<file path="src/rtl/pc_sequencer_pkg.sv">
// Shared types and constants for the PC sequencer: state codes, default widths
// and the next-PC source select.
package pc_sequencer_pkg;

  localparam int DEF_ADDR_W  = 8;
  localparam int DEF_INSTR_W = 32;

  typedef logic [2:0] state_t;

  localparam state_t ST_IDLE  = 3'd0;
  localparam state_t ST_FETCH = 3'd1;
  localparam state_t ST_WAIT  = 3'd2;
  localparam state_t ST_EXEC  = 3'd3;
  localparam state_t ST_HALT  = 3'd4;

  typedef enum logic [1:0] {
    SEL_INC = 2'd0,
    SEL_BR  = 2'd1,
    SEL_JMP = 2'd2
  } pc_sel_e;

  // Jump outranks branch, branch outranks increment.
  function automatic pc_sel_e pc_select(input logic jump_en, input logic br_taken);
    if (jump_en)       return SEL_JMP;
    else if (br_taken) return SEL_BR;
    else               return SEL_INC;
  endfunction

endpackage

</file>
<file path="src/rtl/pc_sequencer_if.sv">
// Fetch/execute bundle between the PC sequencer (master) and its
// instruction memory / execute stage environment (slave).
interface pc_sequencer_if
  import pc_sequencer_pkg::*;
#(
  parameter int ADDR_W  = DEF_ADDR_W,
  parameter int INSTR_W = DEF_INSTR_W
) ();

  logic               start;
  logic               halt_req;
  logic               imem_req;
  logic [ADDR_W-1:0]  imem_addr;
  logic               imem_ack;
  logic [INSTR_W-1:0] imem_data;
  logic [INSTR_W-1:0] instr;
  logic               instr_valid;
  logic               exec_done;
  logic               jump_en;
  logic [ADDR_W-1:0]  jump_target;
  logic               br_taken;
  logic [ADDR_W-1:0]  br_offset;
  logic [ADDR_W-1:0]  pc;
  logic               busy;
  logic               fault;
  logic               halted;

  modport master (
    input  start, halt_req, imem_ack, imem_data,
           exec_done, jump_en, jump_target, br_taken, br_offset,
    output imem_req, imem_addr, instr, instr_valid, pc, busy, fault, halted
  );

  modport slave (
    output start, halt_req, imem_ack, imem_data,
           exec_done, jump_en, jump_target, br_taken, br_offset,
    input  imem_req, imem_addr, instr, instr_valid, pc, busy, fault, halted
  );

endinterface

</file>
<file path="src/rtl/pc_next_calc.sv">
// Combinational next-PC: jump target, pc+offset or pc+1, all wrapping
// modulo 2^ADDR_W.
module pc_next_calc
  import pc_sequencer_pkg::*;
#(
  parameter int ADDR_W = DEF_ADDR_W
) (
  input  logic [ADDR_W-1:0] pc_i,
  input  logic              jump_en_i,
  input  logic [ADDR_W-1:0] jump_target_i,
  input  logic              br_taken_i,
  input  logic [ADDR_W-1:0] br_offset_i,
  output logic [ADDR_W-1:0] pc_nxt_o
);

  pc_sel_e sel;

  assign sel = pc_select(jump_en_i, br_taken_i);

  // Plain ADDR_W-bit adds: two's-complement offsets and wrap come for free.
  always_comb begin
    pc_nxt_o = pc_i + ADDR_W'(1);
    case (sel)
      SEL_JMP: pc_nxt_o = jump_target_i;
      SEL_BR:  pc_nxt_o = pc_i + br_offset_i;
      default: pc_nxt_o = pc_i + ADDR_W'(1);
    endcase
  end

endmodule

</file>
<file path="src/rtl/pc_sequencer.sv">
// Fetch/execute controller owning the PC: req/ack instruction fetch with
// timeout, execute handoff, next-PC selection and halt.
module pc_sequencer
  import pc_sequencer_pkg::*;
#(
  parameter int                ADDR_W     = DEF_ADDR_W,
  parameter int                INSTR_W    = DEF_INSTR_W,
  parameter logic [ADDR_W-1:0] RESET_ADDR = '0,
  parameter int                TIMEOUT    = 15
) (
  input  logic          clk,
  input  logic          reset,
  pc_sequencer_if.master bus
);

  localparam logic [7:0] TO_LIM = 8'(TIMEOUT);

  state_t             state_q, state_d;
  logic [ADDR_W-1:0]  pc_q, pc_d;
  logic [INSTR_W-1:0] instr_q, instr_d;
  logic               vld_q, vld_d;
  logic               fault_q, fault_d;
  logic               pend_q, pend_d;
  logic [7:0]         cnt_q, cnt_d;
  logic [7:0]         cnt_inc;
  logic [ADDR_W-1:0]  pc_nxt;

  pc_next_calc #(.ADDR_W(ADDR_W)) u_next (
    .pc_i          (pc_q),
    .jump_en_i     (bus.jump_en),
    .jump_target_i (bus.jump_target),
    .br_taken_i    (bus.br_taken),
    .br_offset_i   (bus.br_offset),
    .pc_nxt_o      (pc_nxt)
  );

  assign cnt_inc = cnt_q + 8'd1;

  always_comb begin
    state_d = state_q;
    pc_d    = pc_q;
    instr_d = instr_q;
    vld_d   = 1'b0;
    fault_d = fault_q;
    cnt_d   = cnt_q;
    // A halt request seen before retirement is held until the next exec_done.
    pend_d  = pend_q | bus.halt_req;
    case (state_q)
      ST_IDLE: begin
        if (bus.start) state_d = ST_FETCH;
      end
      ST_FETCH: begin
        cnt_d   = '0;
        state_d = ST_WAIT;
      end
      ST_WAIT: begin
        if (bus.imem_ack) begin
          instr_d = bus.imem_data;
          vld_d   = 1'b1;
          state_d = ST_EXEC;
        end else if (cnt_inc == TO_LIM) begin
          fault_d = 1'b1;
          pend_d  = 1'b0;
          state_d = ST_HALT;
        end else begin
          cnt_d = cnt_inc;
        end
      end
      ST_EXEC: begin
        if (bus.exec_done) begin
          pc_d = pc_nxt;
          if (bus.halt_req || pend_q) begin
            pend_d  = 1'b0;
            state_d = ST_HALT;
          end else begin
            state_d = ST_FETCH;
          end
        end
      end
      ST_HALT: begin
        pend_d = 1'b0;
      end
      default: begin
        pend_d  = 1'b0;
        state_d = ST_IDLE;
      end
    endcase
  end

  always_ff @(posedge clk) begin
    if (reset) begin
      state_q <= ST_IDLE;
      pc_q    <= RESET_ADDR;
      instr_q <= '0;
      vld_q   <= 1'b0;
      fault_q <= 1'b0;
      pend_q  <= 1'b0;
      cnt_q   <= '0;
    end else begin
      state_q <= state_d;
      pc_q    <= pc_d;
      instr_q <= instr_d;
      vld_q   <= vld_d;
      fault_q <= fault_d;
      pend_q  <= pend_d;
      cnt_q   <= cnt_d;
    end
  end

  assign bus.imem_req    = (state_q == ST_FETCH) || (state_q == ST_WAIT);
  assign bus.imem_addr   = pc_q;
  assign bus.instr       = instr_q;
  assign bus.instr_valid = vld_q;
  assign bus.pc          = pc_q;
  assign bus.busy        = (state_q == ST_FETCH) || (state_q == ST_WAIT) || (state_q == ST_EXEC);
  assign bus.fault       = fault_q;
  assign bus.halted      = (state_q == ST_HALT);

endmodule

</file>
<file path="src/flat_wrapper.sv">
// flat-port wrapper written by rule: the top's interface ports become plain ports
module pc_sequencer_flat import pc_sequencer_pkg::*;
#(
  parameter int                ADDR_W     = DEF_ADDR_W,
  parameter int                INSTR_W    = DEF_INSTR_W,
  parameter logic [ADDR_W-1:0] RESET_ADDR = '0,
  parameter int                TIMEOUT    = 15
)
  (clk, reset, bus_start, bus_halt_req, bus_imem_ack, bus_imem_data, bus_exec_done, bus_jump_en, bus_jump_target, bus_br_taken, bus_br_offset, bus_imem_req, bus_imem_addr, bus_instr, bus_instr_valid, bus_pc, bus_busy, bus_fault, bus_halted);
  pc_sequencer_if #(.ADDR_W(ADDR_W), .INSTR_W(INSTR_W)) bus_i ();
  input  logic clk;
  input  logic reset;
  input wire logic [$bits(bus_i.start)-1:0] bus_start;
  input wire logic [$bits(bus_i.halt_req)-1:0] bus_halt_req;
  input wire logic [$bits(bus_i.imem_ack)-1:0] bus_imem_ack;
  input wire logic [$bits(bus_i.imem_data)-1:0] bus_imem_data;
  input wire logic [$bits(bus_i.exec_done)-1:0] bus_exec_done;
  input wire logic [$bits(bus_i.jump_en)-1:0] bus_jump_en;
  input wire logic [$bits(bus_i.jump_target)-1:0] bus_jump_target;
  input wire logic [$bits(bus_i.br_taken)-1:0] bus_br_taken;
  input wire logic [$bits(bus_i.br_offset)-1:0] bus_br_offset;
  output wire logic [$bits(bus_i.imem_req)-1:0] bus_imem_req;
  output wire logic [$bits(bus_i.imem_addr)-1:0] bus_imem_addr;
  output wire logic [$bits(bus_i.instr)-1:0] bus_instr;
  output wire logic [$bits(bus_i.instr_valid)-1:0] bus_instr_valid;
  output wire logic [$bits(bus_i.pc)-1:0] bus_pc;
  output wire logic [$bits(bus_i.busy)-1:0] bus_busy;
  output wire logic [$bits(bus_i.fault)-1:0] bus_fault;
  output wire logic [$bits(bus_i.halted)-1:0] bus_halted;
  assign bus_i.start = bus_start;
  assign bus_i.halt_req = bus_halt_req;
  assign bus_i.imem_ack = bus_imem_ack;
  assign bus_i.imem_data = bus_imem_data;
  assign bus_i.exec_done = bus_exec_done;
  assign bus_i.jump_en = bus_jump_en;
  assign bus_i.jump_target = bus_jump_target;
  assign bus_i.br_taken = bus_br_taken;
  assign bus_i.br_offset = bus_br_offset;
  assign bus_imem_req = bus_i.imem_req;
  assign bus_imem_addr = bus_i.imem_addr;
  assign bus_instr = bus_i.instr;
  assign bus_instr_valid = bus_i.instr_valid;
  assign bus_pc = bus_i.pc;
  assign bus_busy = bus_i.busy;
  assign bus_fault = bus_i.fault;
  assign bus_halted = bus_i.halted;
  pc_sequencer #(.ADDR_W(ADDR_W), .INSTR_W(INSTR_W), .RESET_ADDR(RESET_ADDR), .TIMEOUT(TIMEOUT)) u_core (.clk(clk), .reset(reset), .bus(bus_i));
endmodule
</file>
<file path="config.mk">
export PLATFORM = sky130hd
export DESIGN_NAME = pc_sequencer_flat
export DESIGN_NICKNAME = d
export VERILOG_FILES = /design/src/rtl/pc_sequencer_pkg.sv /design/src/rtl/pc_sequencer_if.sv /design/src/rtl/pc_next_calc.sv /design/src/rtl/pc_sequencer.sv /design/src/flat_wrapper.sv
export SDC_FILE = /design/constraint.sdc
export NUM_CORES = 1
export LEC_CHECK = 0
export CORE_MARGIN = 2
export CORE_UTILIZATION = 39
export CTS_CLUSTER_DIAMETER = 50
export DETAILED_ROUTE_END_ITERATION = 7
export PLACE_DENSITY = 0.77
export SKIP_LAST_GASP = 1
export SYNTH_ARGS = -nofsm -noshare
export SYNTH_HDL_FRONTEND = slang
export SYNTH_HIERARCHICAL = 1
export SYNTH_SLANG_ARGS = --single-unit
export TNS_END_PERCENT = 1
</file>
<file path="constraint.sdc">
create_clock -name clk -period 2.07 [get_ports clk]
set_input_delay 0.3105 -clock clk [delete_from_list [all_inputs] [get_ports clk]]
set_output_delay 0.3105 -clock clk [all_outputs]
set_load 0.01 [all_outputs]
</file>
# After elaboration in Yosys (flattened, before gate mapping)
# Cells that the tools add are included.
[word_totals]
regBits = 54
in_bits = 56
output_inout_bits = 53
wordCells = 56
[op_classes]
n_addsub = 3
eq_ne = 12
n_mux = 18
n_bitwise = 4
n_reduce_logical = 12
[ops]
columns = ["op", "n"]
rows = [
  ["one-hot mux 8 bit (2 select lines)", 2],
  ["adder 8 x 1 -> 8 bit (second input constant)", 2],
  ["two-way mux 8 bit", 2],
  ["two-way mux 3 bit", 5],
  ["one-hot mux 3 bit (5 select lines)", 1],
  ["adder 8 bit", 1],
  ["== test 8 x 4 -> 1 bit (second input constant)", 1],
  ["!= test 2 bit (second input constant)", 4],
  ["== test 3 x 2 -> 1 bit (second input constant)", 2],
  ["two-way mux 1 bit", 6],
  ["AND reduction 3 bit", 2],
  ["AND reduction 2 bit", 2],
  ["AND reduction 4 bit", 1],
  ["OR reduction 2 bit", 2],
  ["== test 3 x 1 -> 1 bit (second input constant)", 1],
  ["== test 3 bit (second input constant)", 1],
  ["logical NOT 3 bit", 1],
  ["logical OR 1 bit", 3],
  ["!= test 3 x 2 -> 1 bit (second input constant)", 1],
  ["inverter 1 bit", 3],
  ["one-hot mux 1 bit (3 select lines)", 1],
  ["== test 2 x 1 -> 1 bit (second input constant)", 1],
  ["== test 2 bit (second input constant)", 1],
  ["two-way mux 2 bit", 1],
  ["other kinds (2)", 2],
]

# Logic depth before layout (Yosys ltp)
# Gate-level depths: netlist of run 1.
[depth]
ltp_word = 5
mapped_depth = 13
ltp_nobuf = 12

# Hierarchy
# Netlist of run 1, hierarchy kept.
[modules_own_cells]
columns = ["mod", "n_inst", "cells_each", "area_per_inst_um2", "seq_area_each_um2"]
rows = [
  ["pc_sequencer", 1, 290, 2288.4, 1081.0],
  ["pc_next_calc", 1, 62, 440.4, 0.0],
]

# Least setup slack after synthesis of run 1
# Ideal clock, no wire load.
[synth_path]
path_type = "input-to-reg"
startpoint = "input bus_jump_en"
endpoint = "register u_core.pc_q[6], in the netlist u_core/bus.imem_addr[6]"
setup_ns = 0.132
arrival_time_ns = 2.079
required_ns = 1.938
setup_slack_ns = -0.142
path_stages = 13
n_path_buf = 1
path_cell_list = "clkbuf_1 -> nor2b_1 -> nand2b_1 -> ha_1 -> inv_1 -> fa_1 -> nor2b_1 -> o31a_1 -> o21ai_1 -> mux2i_1 -> nand2_1 -> nand2_1 -> a21oi_1"
[synth_between]
elab_chain_cells = 3
word_cells_on_any_way = 4
classes_between = "eq/ne: 2; mux: 2"
[synth_lines]
columns = ["item", "line_no", "rtl"]
rows = [
  ["start, declared", "flat_wrapper.sv:18", "input wire logic [$bits(bus_i.jump_en)-1:0] bus_jump_en;"],
  ["two-way mux 2 bit *", "pc_sequencer_pkg.sv:24", "if (jump_en) return SEL_JMP;"],
  ["== test 2 x 1 -> 1 bit or == test 2 bit (tied branches)", "pc_next_calc.sv:23", "case (sel)"],
  ["one-hot mux 8 bit (2 select lines) *", "pc_next_calc.sv:23", ""],
  ["via u_core.pc_nxt[6]", "pc_sequencer.sv:26", "logic [ADDR_W-1:0] pc_nxt;"],
  ["end signal, assigned", "pc_sequencer.sv:101", "pc_q <= pc_d;"],
  ["end, declared", "pc_sequencer.sv:19", "logic [ADDR_W-1:0] pc_q, pc_d;"],
]
# Mark *: on every way through the listed nets, which the timed path passes. The rest lies on a longest branch.
# A chain may end at the register's enable or synchronous reset.

# Worst setup path in the final report of run 1
[layout_path]
startpoint = "input bus_br_offset[0]"
endpoint = "register u_core.pc_q[6], in the netlist u_core/bus.imem_addr[6]"
[layout_between]
elab_chain_cells = 2
[layout_lines]
columns = ["item", "line_no", "rtl"]
rows = [
  ["start, declared", "flat_wrapper.sv:21", "input wire logic [$bits(bus_i.br_offset)-1:0] bus_br_offset;"],
  ["adder 8 bit", "pc_next_calc.sv:25", "SEL_BR: pc_nxt_o = pc_i + br_offset_i;"],
  ["one-hot mux 8 bit (2 select lines)", "pc_next_calc.sv:23", ""],
  ["via u_core.pc_nxt[6]", "pc_sequencer.sv:26", ""],
]
# The timed path passes the listed nets, and every way through them passes these cells.

==> reports/metrics.yaml, run 1 <==
setup_path:
  worst-endpoint-arrival_ns: 2.19
  worstPathRequired_ns: 2.27
  reg2reg_slack_ns: 0.10
  crit_path_frequent_cell: "nand2_1"
  cp_max_fo: 2
  path_buf_inv: 2
  path_delay_family: "adder cells"
  start_kind: "primary input"
  path_class: "in -> reg"
  end_kind: "register"
  path_cells: "clkdlybuf4s50_1 > nand2b_1 > ha_2 > inv_2 > fa_2 > nor2b_2 > o31a_1 > o21ai_1 > mux2i_1 > nand2_1 > nand2_1 > a21oi_1"
  slowest_stage: "clkdlybuf4s50_1"
  slowest_delay_ns: 0.46
power_and_ir_drop:
  leakage_nw: 1.48
  seqPwrFrac_pct: 50.0
  p_sw_share_pct: 25.0
  vdd_ir_drop_max_mv: 0.411
  p_per_area_nw_per_um2: 526
  p_total_mw: 2.17
  combPwrFrac_pct: 16.4
  internal-power_mw: 1.62
  power.switching_mw: 0.542
  power.share.clock_pct: 33.6
sta:
  final_hold_viol_count: 0
  slew_violations: 0
  worst_pin_slew_ns: 0.423
  grt_setup_unrepaired: "true"
  finalClockSkew_ns: 0.0107
  setup_viol: 0
  fmax_mhz: 501
  period_minus_slack_ns: 2.00
  relSlewSlack_pct: 71.1
  min_period_over_period_pct: 96.4
synthesis:
  yosysUniqueCellTypes: 51
  synth_area_leaders: "dfxtp_1 (40%), nand2_1 (13%), a21oi_1 (8.6%), ha_1 (4.1%), clkbuf_1 (2.5%)"
  synth_top_area_cell: "dfxtp_1"
  async_flop_share_pct: 0
  synth_commonest_cells: "nand2_1 (98), dfxtp_1 (54), a21oi_1 (47)"
  synth-seq-area-share_pct: 39.6
  synthMuxAreaShare_pct: 1.33
  ys_ff_latch: 54
  yosysMostFrequentCell: "nand2_1"
  synth_top_family_by_area: "simple AND/OR/NAND/NOR gates"
  synth_warnings: 6
  synthAdderAreaFrac_pct: 4.86
  synth.top_cell.area_share_pct: 39.6
  syn-num-nets: 418
  syn_avg_cell_area_um2: 7.75
  synth_compound_area_share_pct: 20.2
  synth-simple-area-share_pct: 24.9
  ys.flop_type: "dfxtp_1"
  netlist_instances: 352
  synth_xor_area_share_pct: 3.21
  netlist_area_um2: 2730
  synth_edf_count: 0
placement:
  portBuffers: 108
  gp_congestion: 0.923
  postPlaceCellArea_um2: 3970
  dp_hpwl_um: 5490
floorplan:
  core_area_um2: 6790
  rows: 30
  die_w_um: 87.7
  pin_count: 109
  dieArea_um2: 7680
  fp.dieH_um: 87.7
  start_util_pct: 40.2
drt:
  viasPerCell: 4.97
  top_layer: "met4"
  m1WireLength_um: 3250
  routedWlPerCell_um: 13.5
  route.met3.wl_um: 700
  drt-initial-drc-count: 165
  num_vias: 2775
  routed_wl_um: 7540
  first_pass_iters: 4
  ant_nets: 0
  drc: 0
  wl_met2_um: 3510
cts:
  cts_hold_buf: 0
  clk_pin_slew_ns: 0.11
  ctsLongestPathBuffers: 2
  htreeDepth: 2
  cts_tree: "done"
  numCtsBuffers: 5
  clockRootBuffer: "clkbuf_8"
  cts.sinks: 54
  clk_latency_ns: 0.31
final_layout:
  nNetsFinal: 527
  finalInstanceArea_um2: 4120
  area_delta_synth_final_pct: 50.9
  fill_cells: 591
  drive_above_1_share_pct: 11.0
  diodes: 0
global_routing:
  grt_pass1_wl_um: 12100
  grt_max_degree: 34
  antenna_found_initial: 0
  overflow: 0
  grt.total_usage_pct: 19.5
  grt_pass1_vias: 2695
outcome:
  outcome: "completed"
hold_path:
  hp-class: "in -> reg"
job:
  cap_violations: 0
[power groups by stage]
stage	logic [mW]	registers [mW]	clock network, mW
detailed placement	0.351	1.11	0
CTS	0.354	1.08	0.753
global route	0.387	1.09	0.788
finish	0.356	1.08	0.728
global placement	0.347	1.10	0
floorplan	0.153	1.10	0
[routing by layer]
metal,track usage (%),vias up
li1,-,1406
met5,0,-
met2,33.1,103
met1,22.9,1259
met3,7.45,7
met4,5.59,0
[what timing repair did]
item	CTS	global route
setup buffers	1	0
pin swaps	4	0
resized for setup	6	4
setup endpoints to repair	4	7
[logic make-up (layout without fill, tap and decap cells)]
logic type               Yosys count  count (layout)
multiplexers                       3               3
adder cells (fa/ha/maj)           10              10
buffers and inverters             35             145
flip-flops                        54              54
AO/OA/AOI/OAI                     86              86
AND/OR/NAND/NOR                  154             154
XOR/XNOR                          10              10
[final timing paths]
kind	cells after the start	end	from
setup / recovery	12	u_core/bus.imem_addr[6]	bus_br_offset[0]
hold / removal	2	u_core/bus.instr[18]	reset
setup reg to reg	6	u_core/state_q[1]	u_core/cnt_q[1]
hold reg to reg	2	u_core/bus.instr[18]	u_core/bus.instr[18]
[layout make-up]
class / count / area (um^2) / share of cell area, %
clock inverters: 3 / 47.5 / 1.15
well taps: 96 / 120 / 2.92
multi-input cells: 263 / 1520 / 37.0
repair buffers: 130 / 1250 / 30.4
clock buffers: 5 / 68.8 / 1.67
inverters: 7 / 26.3 / 0.638
flip-flops and latches: 54 / 1080 / 26.3
[per-stage QoR]
step	setup TNS [ns]	setup WS (ns)	utilization (%)	cells	hold WS, ns
floorplan	-0.0146	-0.0146	-	352	0.446
global placement	-1.69	-0.416	58.4	549	0.441
detailed placement	-2.25	-0.485	58.4	549	0.447
CTS	0	0.00753	60.4	558	0.433
global route	-0.0334	-0.0243	60.6	558	0.447
finish	0	0.0747	60.6	558	0.441
[placed cells by master, fill, tap and decap left out, types with 3 or more instances in the layout]
cell and count:
nor2_1 15, a211oi_1 3, nor3_1 4, inv_1 6
nor2b_1 3, o41ai_2 3, nor3b_1 3, dfxtp_1 53
nand2b_1 4, nand2_1 98, clkdlybuf4s50_1 105, o21ai_1 4
nand3_1 6, ha_1 7, o21ai_0 6, clkbuf_8 5
xnor2_1 4, xor2_1 6, and2_1 8, buf_4 21
a21oi_1 47
[sequential cells by signal (all words and copies together), names as in the netlist]
name                    flops
u_core/state_q              3
u_core/bus.fault            1
u_core/bus.instr           32
u_core/bus.instr_valid      1
u_core/cnt_q                8
u_core/pend_q               1
u_core/bus.imem_addr        8
No activity file was read; power rests on OpenSTA's default activity.
==> inputs of run 2 (changes only) <==
Settings changed: CELL_PAD_IN_SITES_DETAIL_PLACEMENT set to 0, CELL_PAD_IN_SITES_GLOBAL_PLACEMENT set to 1, CORE_UTILIZATION 39 to 27, PLACE_DENSITY 0.77 to 0.73.
==> run 2 against run 1 <==
Non-clock buffer count up 2; combinational power about the same; register-to-register slack worse by 0.07 ns; hold slack improved by 0.016 ns; utilization decreased by 18 points; die area increased by 42%; routed wire length rose by 3.7%; largest cell class unchanged.
==> reports/metrics.yaml, run 2 (synthesis gave the netlist of run 1 again) <==
outcome:
  outcome: "completed"  # unchanged
power_and_ir_drop:
  leakage_nw: 1.49  # was 1.48 nW
  p_total_mw: 2.16  # was 2.17 mW
  vdd_ir_drop_max_mv: 0.320  # was 0.411 mV
  p_per_area_nw_per_um2: 516  # was 526 nW/um^2
placement:
  postPlaceCellArea_um2: 4030  # was 3970 um^2
  gp_congestion: 0.817  # was 0.923
  dp_cells: 588  # was 549
  post-place-ws_ns: -0.553  # was -0.485 ns
  portBuffers: 108  # unchanged
  dp_hpwl_um: 5740  # was 5490 um
floorplan:
  core_area_um2: 9770  # was 6790 um^2
  dieArea_um2: 10900  # was 7680 um^2
  rows: 36  # was 30
  pin_count: 109  # unchanged
  start_util_pct: 27.9  # was 40.2%
  die_w_um: 105  # was 87.7 um
  fp.dieH_um: 105  # was 87.7 um
setup_path:
  rr_endpoint: "u_core/cnt_q[1]"  # was u_core/state_q[1]
  path_class: "in -> reg"  # unchanged
  reg2reg_slack_ns: 0.03  # was 0.10 ns
  reg2regPathDepth: 6  # unchanged
  start_kind: "primary input"  # unchanged
  path_cells: "clkdlybuf4s50_1 > nand2b_1 > ha_2 > inv_2 > fa_2 > nor2b_2 > o31a_1 > o21ai_2 > mux2i_1 > nand2_1 > nand2_1 > a21oi_1"  # was clkdlybuf4s50_1 > nand2b_1 > ha_2 > inv_2 > fa_2 > nor2b_2 > o31a_1 > o21ai_1 > mux2i_1 > nand2_1 > nand2_1 > a21oi_1
  slowest_delay_ns: 0.40  # was 0.46 ns
  crit_path_frequent_cell: "nand2_1"  # unchanged
  end_kind: "register"  # unchanged
  cp_max_fo: 2  # unchanged
  worstPathRequired_ns: 2.24  # was 2.27 ns
  slowest_stage: "clkdlybuf4s50_1"  # unchanged
  worst-endpoint-arrival_ns: 2.22  # was 2.19 ns
  reg2reg_from: "u_core/cnt_q[1]"  # unchanged
cts:
  cts.sinks: 54  # unchanged
  cts_hold_buf: 0  # unchanged
  htreeDepth: 2  # unchanged
  ctsLongestPathBuffers: 2  # unchanged
  clockRootBuffer: "clkbuf_8"  # unchanged
  clk_latency_ns: 0.30  # was 0.31 ns
  clk_pin_slew_ns: 0.10  # was 0.11 ns
  numCtsBuffers: 5  # unchanged
  cts_tree: "done"  # unchanged
hold_path:
  holdPathStages: 2  # unchanged
  hp-class: "reg -> reg"  # was in -> reg
  min_to: "u_core/bus.instr[8]"  # was u_core/bus.instr[18]
  min_from: "u_core/bus.instr[8]"  # was reset
sta:
  setup_ws_ns: 0.0172  # was 0.0747 ns
  final_hold_viol_count: 0  # unchanged
  fmax_mhz: 487  # was 501 MHz
  min_period_over_period_pct: 99.2  # was 96.4%
  finalClockSkew_ns: 0.00709  # was 0.0107 ns
  slew_violations: 0  # unchanged
  relSlewSlack_pct: 58.0  # was 71.1%
  period_minus_slack_ns: 2.05  # was 2.00 ns
  worst_pin_slew_ns: 0.630  # was 0.423 ns
  grt_setup_unrepaired: "true"  # unchanged
  setup_viol: 0  # unchanged
global_routing:
  grt_util_met2_pct: 22.8  # was 33.1%
  antenna_found_initial: 0  # unchanged
  grt_pass1_vias: 2683  # was 2695
  grt.total_usage_pct: 14.6  # was 19.5%
  busiest_layer: "met2"  # unchanged
  overflow: 0  # unchanged
  use_met3_pct: 6.30  # was 7.45%
  grt_max_degree: 36  # was 34
  grt_pass1_wl_um: 13200  # was 12100 um
  grt_use_met1_pct: 18.3  # was 22.9%
final_layout:
  final_common_cell: "clkdlybuf4s50_1"  # unchanged
  final_cell_mix: "clkdlybuf4s50_1 (105), nand2_1 (98), dfxtp_1 (53), a21oi_1 (46), buf_4 (23)"  # was clkdlybuf4s50_1 (105), nand2_1 (98), dfxtp_1 (53), a21oi_1 (47), buf_4 (21)
  stdcell_count: 597  # was 558
  finalInstanceArea_um2: 4190  # was 4120 um^2
  diodes: 0  # unchanged
  nNetsFinal: 529  # was 527
  area_delta_synth_final_pct: 53.4  # was 50.9%
  fin_util_pct: 42.8  # was 60.6%
  drive_above_1_share_pct: 11.4  # was 11.0%
  largest_reg_flops: 32  # unchanged
drt:
  drt-initial-drc-count: 83  # was 165
  drc: 0  # unchanged
  routedWlPerCell_um: 13.1  # was 13.5 um
  routed_wl_um: 7820  # was 7540 um
  viasPerCell: 4.62  # was 4.97
  ant_nets: 0  # unchanged
  num_vias: 2760  # was 2775
  first_pass_iters: 4  # unchanged
job:
  cap_violations: 0  # unchanged
[run 2: power by group]
group | leakage, nW | internal, mW | switching, mW
Clock | 0.0514 | 0.362 | 0.358
Sequential | 0.436 | 1.06 | 0.0212
Combinational | 1.00 | 0.198 | 0.158
[run 2: how the worst max path moves through the flow]
| stage | end | start |
|---|---|---|
| after global placement | u_core/bus.imem_addr[6] | bus_br_taken |
| final | u_core/bus.imem_addr[6] | bus_br_offset[0] |
| after floorplan | u_core/bus.imem_addr[6] | bus_jump_en |
| after global routing | u_core/bus.imem_addr[6] | bus_br_offset[0] |
| after detailed placement | u_core/bus.imem_addr[6] | bus_br_taken |
| after CTS | bus_halted | u_core/state_q[1] |
[run 2: through the flow]
step / TNS [ns] / hold WS (ns)
after floorplan: -0.0146 / 0.446
after global placement: -1.95 / 0.441
after detailed placement: -2.49 / 0.447
after CTS: 0 / 0.462
after global routing: -0.357 / 0.477
final: 0 / 0.457
[run 2: layout make-up]
type / instances / area, um^2
Multi-Input combinational cell: 263 / 1530
Inverter: 7 / 26.3
Clock buffer: 6 / 72.6
Sequential cell: 54 / 1080
Tap cell: 133 / 166
Clock inverter: 2 / 37.5
Timing Repair Buffer: 132 / 1270
Fill cell: 1009 / 5590
[run 2: metal layers]
metal,routed length (um),up-vias,share of wire [%]
met5,0,-,0
met4,121,0,1.5
met3,745,10,9.5
met2,3390,91,43
met1,3570,1255,46
li1,-,1404,-
[run 2: critical path: cells and delay by family]
| family | cells | cell delay (ns) |
|---|---|---|
| muxes | 1 | 0.19 |
| AOI/OAI and AO/OA | 3 | 0.53 |
| buffers and inverters | 2 | 0.45 |
| and+or+nand+nor | 4 | 0.33 |
| adders and majority gates | 2 | 0.40 |
[run 2: repair_timing]
action / CTS / global route
gates resized for setup: 9 / 3
setup buffers: 1 / 0
endpoints found under the setup margin: 4 / 10
pin swaps: 2 / 3
